--- src/rtl/key_debounce.sv ---
// Keyboard front end: synchronises, debounces and registers NKEYS raw buttons into a clean
// chord bus, with a one-cycle change strobe and a lowest-key-first monophonic note index.
module key_debounce #(
    parameter int unsigned NKEYS           = 8,
    parameter int unsigned DEBOUNCE_CYCLES = 500000,
    parameter int unsigned CNT_W           = 19,
    parameter bit          KEY_ACTIVE_LOW  = 1'b1,
    localparam int unsigned IDX_W          = (NKEYS > 1) ? $clog2(NKEYS) : 1
) (
    input  logic             clk,
    input  logic             rst_n,
    input  logic [NKEYS-1:0] key_raw,
    output logic [NKEYS-1:0] chord,
    output logic             chord_chg,
    output logic             note_on,
    output logic [IDX_W-1:0] note_idx
);

    localparam logic [CNT_W-1:0] TERM_CNT = CNT_W'(DEBOUNCE_CYCLES - 1);
    localparam logic [NKEYS-1:0] POL_MASK = {NKEYS{KEY_ACTIVE_LOW}};

    generate
        if (((64'd1 << CNT_W) < 64'(DEBOUNCE_CYCLES)) || (DEBOUNCE_CYCLES < 2)) begin : g_param_check
            $error("key_debounce: CNT_W too narrow for DEBOUNCE_CYCLES, or DEBOUNCE_CYCLES < 2");
        end
    endgenerate

    logic [NKEYS-1:0] sync1;
    logic [NKEYS-1:0] sync2;
    logic [NKEYS-1:0] chord_nxt;
    logic [CNT_W-1:0] cnt     [NKEYS];
    logic [CNT_W-1:0] cnt_nxt [NKEYS];
    logic [IDX_W-1:0] idx_nxt;
    logic             idx_found;

    // Per-key stability counters; any agreement with the stable level restarts the count.
    always_comb begin
        chord_nxt = chord;
        idx_nxt   = '0;
        idx_found = 1'b0;
        for (int unsigned i = 0; i < NKEYS; i++) begin
            cnt_nxt[i] = '0;
            if (sync2[i] != chord[i]) begin
                if (cnt[i] == TERM_CNT) begin
                    chord_nxt[i] = sync2[i];
                end else begin
                    cnt_nxt[i] = cnt[i] + CNT_W'(1);
                end
            end
        end
        // Lowest pressed key wins
        for (int unsigned i = 0; i < NKEYS; i++) begin
            if (chord_nxt[i] && !idx_found) begin
                idx_nxt   = IDX_W'(i);
                idx_found = 1'b1;
            end
        end
    end

    // Status outputs are derived from chord_nxt so they move on the same edge as chord.
    always_ff @(posedge clk) begin
        if (!rst_n) begin
            sync1     <= '0;
            sync2     <= '0;
            chord     <= '0;
            chord_chg <= 1'b0;
            note_on   <= 1'b0;
            note_idx  <= '0;
            for (int unsigned i = 0; i < NKEYS; i++) begin
                cnt[i] <= '0;
            end
        end else begin
            sync1     <= key_raw ^ POL_MASK;
            sync2     <= sync1;
            chord     <= chord_nxt;
            chord_chg <= (chord_nxt != chord);
            note_on   <= |chord_nxt;
            note_idx  <= idx_nxt;
            for (int unsigned i = 0; i < NKEYS; i++) begin
                cnt[i] <= cnt_nxt[i];
            end
        end
    end

endmodule

--- config.mk ---
export PLATFORM = sky130hd
export DESIGN_NAME = key_debounce
export DESIGN_NICKNAME = d
export VERILOG_FILES = /design/src/rtl/key_debounce.sv
export SDC_FILE = /design/constraint.sdc
export NUM_CORES = 1
export LEC_CHECK = 0
export CELL_PAD_IN_SITES_DETAIL_PLACEMENT = 0
export CELL_PAD_IN_SITES_GLOBAL_PLACEMENT = 1
export CORE_UTILIZATION = 51
export CTS_CLUSTER_DIAMETER = 200
export DETAILED_ROUTE_END_ITERATION = 7
export PLACE_DENSITY_LB_ADDON = 0.3
export REMOVE_ABC_BUFFERS = 1
export SLEW_MARGIN = 25
export SYNTH_ARGS = -nofsm -noshare
export SYNTH_HDL_FRONTEND = slang
export SYNTH_SLANG_ARGS = --single-unit
export TNS_END_PERCENT = 1
--- constraint.sdc ---
create_clock -name clk -period 4.3 [get_ports clk]
set_clock_uncertainty 0.1 [all_clocks]
set_input_delay 0.43 -clock clk [delete_from_list [all_inputs] [get_ports clk]]
set_output_delay 0.43 -clock clk [all_outputs]
set_load 0.005 [all_outputs]
Word-level counts from Yosys, hierarchy flattened
Memories as Yosys holds them, arrays and structs flattened.
Index checks and enable logic that the tools add are counted.
Widths: inputs -> output; s select.
- flip-flop bits (word level): 29
- latch bits: 0
- RAM bits: 152
- bits in read-only memories: 0
- word-level logic and storage cells: 112
- memories: 1
- memories (memory ; depth ; width ; rd ports ; clocked after Yosys merged registers in ; wr ports ; line ; text):
    cnt ; 8 ; 19 ; 8 ; 0 ; 8 ; 31 ; logic [CNT_W-1:0] cnt [NKEYS];
- $add $sub $neg: 8
- multiply operators: 0
- divide/modulo/power cells: 0
- $lt $le $gt $ge: 0
- eq/ne operators: 17
- shifts and indexed selects: 0
- muxes and demuxes: 56
- bitwise logic cells: 9
- reductions and logical operators: 15
- operator list (cell ; number):
    $mux 19 ; 24
    $add 19x1->19 const B ; 8
    $eq 19x19->1 const B ; 8
    $mux 1 ; 26
    $mux 3 ; 6
    $ne 1x1->1 ; 8
    $ne 8x8->1 ; 1
    $not 8->8 ; 1
    $or 1x1->1 ; 8
    $reduce_or 8->1 ; 1
    $logic_and 1x1->1 ; 7
    $logic_not 1->1 ; 7

Longest topological paths before layout
An unclocked memory read counts as a cell.
- depth after elaboration: 26
- depth in mapped cells: 9

Worst setup path before layout
Ideal clock, no wire load.
- path kind: register -> register
- start: mem cnt[1][12], in the netlist cnt[0][31]
- end: reg note_idx[0]
- data arrival time: 2.042 ns
- path slack: 2.043 ns
- stages on the path, launching flop included: 8
- cells stage by stage: dfxtp_1 > nor4b_1 > nand3_1 > nor4_1 > mux2i_1 > inv_1 > o221a_2 > o21a_1
- RTL lines (element ; line ; text):
    start: declaration ; 31 ;
    end signal: assignment ; 78 ; note_idx <= idx_nxt;
    end: declaration ; 16 ; output logic [IDX_W-1:0] note_idx

==> impl_metrics.ini <==
[synth]
synth-edff-count = 0
yosysWarnings = 0
ys.flop_type = dfxtp_1
yosysTopAreaCellShare = 0.4819
syn_area_sq_mm = 0.007518
synthDistinctLibCells = 44
ys_async_sr_fraction = 0
syn_area_per_cell_sq_um = 8.919
yosysTopAreaCell = dfxtp_1
ys_seq_area_frac = 0.4819
synth_seq_cells = 181
syn_inst = 843
synth.area.top_cells = dfxtp_1 (48%), xor2_1 (10%), nor2_1 (8.9%)

[floorplanning]
initial_core_util = 0.5193
dieArea_sq_mm = 0.01523
die_h_um = 123.4
rows = 44
die_x_um = 123.4
core_sq_mm = 0.01448
io_pins = 23

[hold_path]
holdPathStages = 1
hold_end = sync2[1]
hp-start = sync1[1]
min_path_type = reg -> reg

[critical_path]
critical_path_class = reg -> reg
critPathRequiredTime_ns = 4.51
worst-path-max-fanout = 6
reg2reg_slack_ns = 1.68
cp-start-kind = register
critical_path_arrival_ns = 2.83
r2r_end = note_idx[0]
r2r_cells = 7
crit_path_end_kind = register
reg2reg_from = cnt[0][31]

[power]
total_power_w = 0.003241
p_per_area_mw_per_mm2 = 381.3
ir_drop_mv = 0.4034
leakage_nw = 2.779

[timing]
period_share = 0.6084
slew_violations = 0
fmax_ghz = 0.3822
rsz0062_at_grt = no
relSlewSlack = 0.3803
tns_ns = 0
setup_viol = 0
worst_pin_slew_ns = 0.9266
finalHoldViolCount = 0
fin_crit_ns = 2.616

[clock_network]
clk_latency_ns = 0.42
post_cts_resized = 0
max-clock-path-buffers = 2
cts_hold_buffers = 0
clkTransAtPathRegs_ns = 0.06
cts_htree_levels = 4
cts_tree = yes
post-cts-setup-buffers = 0
cts_num_sinks = 181
numCtsBuffers = 17
root_buffer = clkbuf_16

[routing]
ant_nets = 0
wl_mm = 13.86
drt-pass1-iter-count = 6
wire_per_inst_um = 12.99
vias = 5574
vias_per_cell = 5.224
drc = 0
drt_iter0_markers = 264

[layout]
fill_cells = 1271
nNetsFinal = 889
finalNonFillerCells = 1067
drive_gt1_frac = 0.04304
regArea_sq_mm = 0.003623
synthToLayoutAreaGrowth_pct = 13.03
antenna_cells = 0
multi_input_area_sq_mm = 0.003776

[global_routing]
grt_start_max_net_pins = 32
grt_pass1_wl_mm = 23.87
globalRouteOverflowTotal = 0
grt_usage = 0.1968
antenna_found_initial = 0
first_global_vias = 5431

[placed_design]
port-buffer-count = 22
globalplace.congestion = 0.7984
hpwl_mm = 9.671
dp.cells = 1036

[run_status]
status = finished, final reports clean

[flow_run]
max_cap_violations = 0
[routing by layer]
layer / track usage / vias up / share of wire
met3: 0.05212 / 10 / 0.029
met1: 0.2263 / 2623 / 0.46
met2: 0.3534 / 68 / 0.50
met4: 0.06099 / 0 / 0.0090
met5: 0 / - / 0
li1: - / 2873 / -
[sequential cells by signal, indices dropped and copies added (netlist names)]
| name | count |
|---|---|
| chord_chg | 1 |
| note_idx | 3 |
| cnt | 152 |
| note_on | 1 |
| sync2 | 8 |
| chord | 8 |
| sync1 | 8 |
[metrics by stage]
step	instance area (sq um)	setup slack, ns	utilization	hold slack, ns
after floorplan	7463	2.043	-	0.3118
after global placement	7921	1.527	0.5471	0.3176
after detailed placement	7921	1.461	0.5471	0.3226
after CTS	8498	1.647	0.5869	0.3369
after global routing	8498	1.458	0.5869	0.3585
final	8498	1.684	0.5869	0.3313
[Yosys cell counts (2+ instances only)]
| cell | n |
|---|---|
| a21oi_1 | 9 |
| or3_1 | 11 |
| nor2_1 | 179 |
| nand3b_1 | 8 |
| dfxtp_1 | 181 |
| ha_1 | 8 |
| mux2i_1 | 6 |
| nor4bb_1 | 3 |
| xor2_1 | 87 |
| nand2b_1 | 2 |
| and3_1 | 19 |
| a221oi_1 | 2 |
| and4_1 | 9 |
| clkbuf_1 | 12 |
| and2_1 | 10 |
| nor3_1 | 11 |
| buf_2 | 2 |
| nand4_1 | 18 |
| mux2i_4 | 2 |
| xnor2_1 | 48 |
| nand3_1 | 67 |
| or4b_1 | 2 |
| nor4_1 | 8 |
| nor4b_1 | 10 |
| nand2_1 | 68 |
| nor2b_1 | 18 |
| inv_1 | 17 |
| o21ai_0 | 10 |
[worst max-delay path by stage]
stage	end	cells after the start	slack [ns]	from
3_3_place_gp	cnt[1][33]	3	1.53	rst_n
4_1_cts	note_idx[0]	7	1.65	cnt[0][31]
2_1_floorplan	note_idx[0]	7	2.04	cnt[0][31]
5_1_grt	note_idx[0]	7	1.46	cnt[0][31]
3_5_place_dp	cnt[0][53]	3	1.46	rst_n
6_report	note_idx[0]	7	1.68	cnt[0][31]
[power by group]
group / switching, W / total [W] / internal (W) / leakage, nW
clock network: 0.000618 / 0.00151 / 0.000895 / 0.278
logic: 0.0000208 / 0.0000371 / 0.0000163 / 1.04
registers: 0.00000505 / 0.00169 / 0.00169 / 1.46
total: 0.000644 / 0.00324 / 0.00260 / 2.78
[worst max-delay path, cell delays in order, from the launching register on]
cell and delay [ns]:
dfxtp_1 0.35, nor4b_1 0.31, nand3_1 0.11, nor4_1 0.57, mux2i_1 0.51, inv_1 0.09, o221a_2 0.30, o21a_1 0.16
[area by class of cell]
| cell class | count | share of cell area |
|---|---|---|
| Clock buffer | 22 | 0.05580 |
| Clock inverter | 9 | 0.01207 |
| Inverter | 17 | 0.007509 |
| Multi-Input combinational cell | 631 | 0.4443 |
| Sequential cell | 181 | 0.4264 |
| Tap cell | 184 | 0.02709 |
| Timing Repair Buffer | 23 | 0.02680 |
[logic make-up (layout without fill, tap and decap cells)]
kind of cell | Yosys count | after routing | share of synthesized area
multiplexers | 8 | 8 | 0.01398
XOR/XNOR | 135 | 135 | 0.1573
flip-flops | 181 | 181 | 0.4819
AND/OR/NAND/NOR | 453 | 453 | 0.2961
adder cells (fa/ha/maj) | 8 | 8 | 0.01331
AO/OA/AOI/OAI | 27 | 27 | 0.02164
buffers and inverters | 31 | 71 | 0.01581
[placed cells by master (no fill, tap or decap), types with 4 or more instances in the layout]
| cell type | n |
|---|---|
| a21oi_1 | 9 |
| and2_1 | 10 |
| and3_1 | 19 |
| and4_1 | 9 |
| clkbuf_16 | 17 |
| clkdlybuf4s50_1 | 22 |
| clkinv_2 | 4 |
| dfxtp_1 | 181 |
| ha_1 | 8 |
| inv_1 | 17 |
| mux2i_1 | 6 |
| nand2_1 | 68 |
| nand3_1 | 67 |
| nand3b_1 | 8 |
| nand4_1 | 18 |
| nor2_1 | 179 |
| nor2b_1 | 18 |
| nor3_1 | 11 |
| nor4_1 | 8 |
| nor4b_1 | 10 |
| o21ai_0 | 10 |
| or3_1 | 11 |
| xnor2_1 | 48 |
| xor2_1 | 87 |
(Power assumes the default switching activity.)
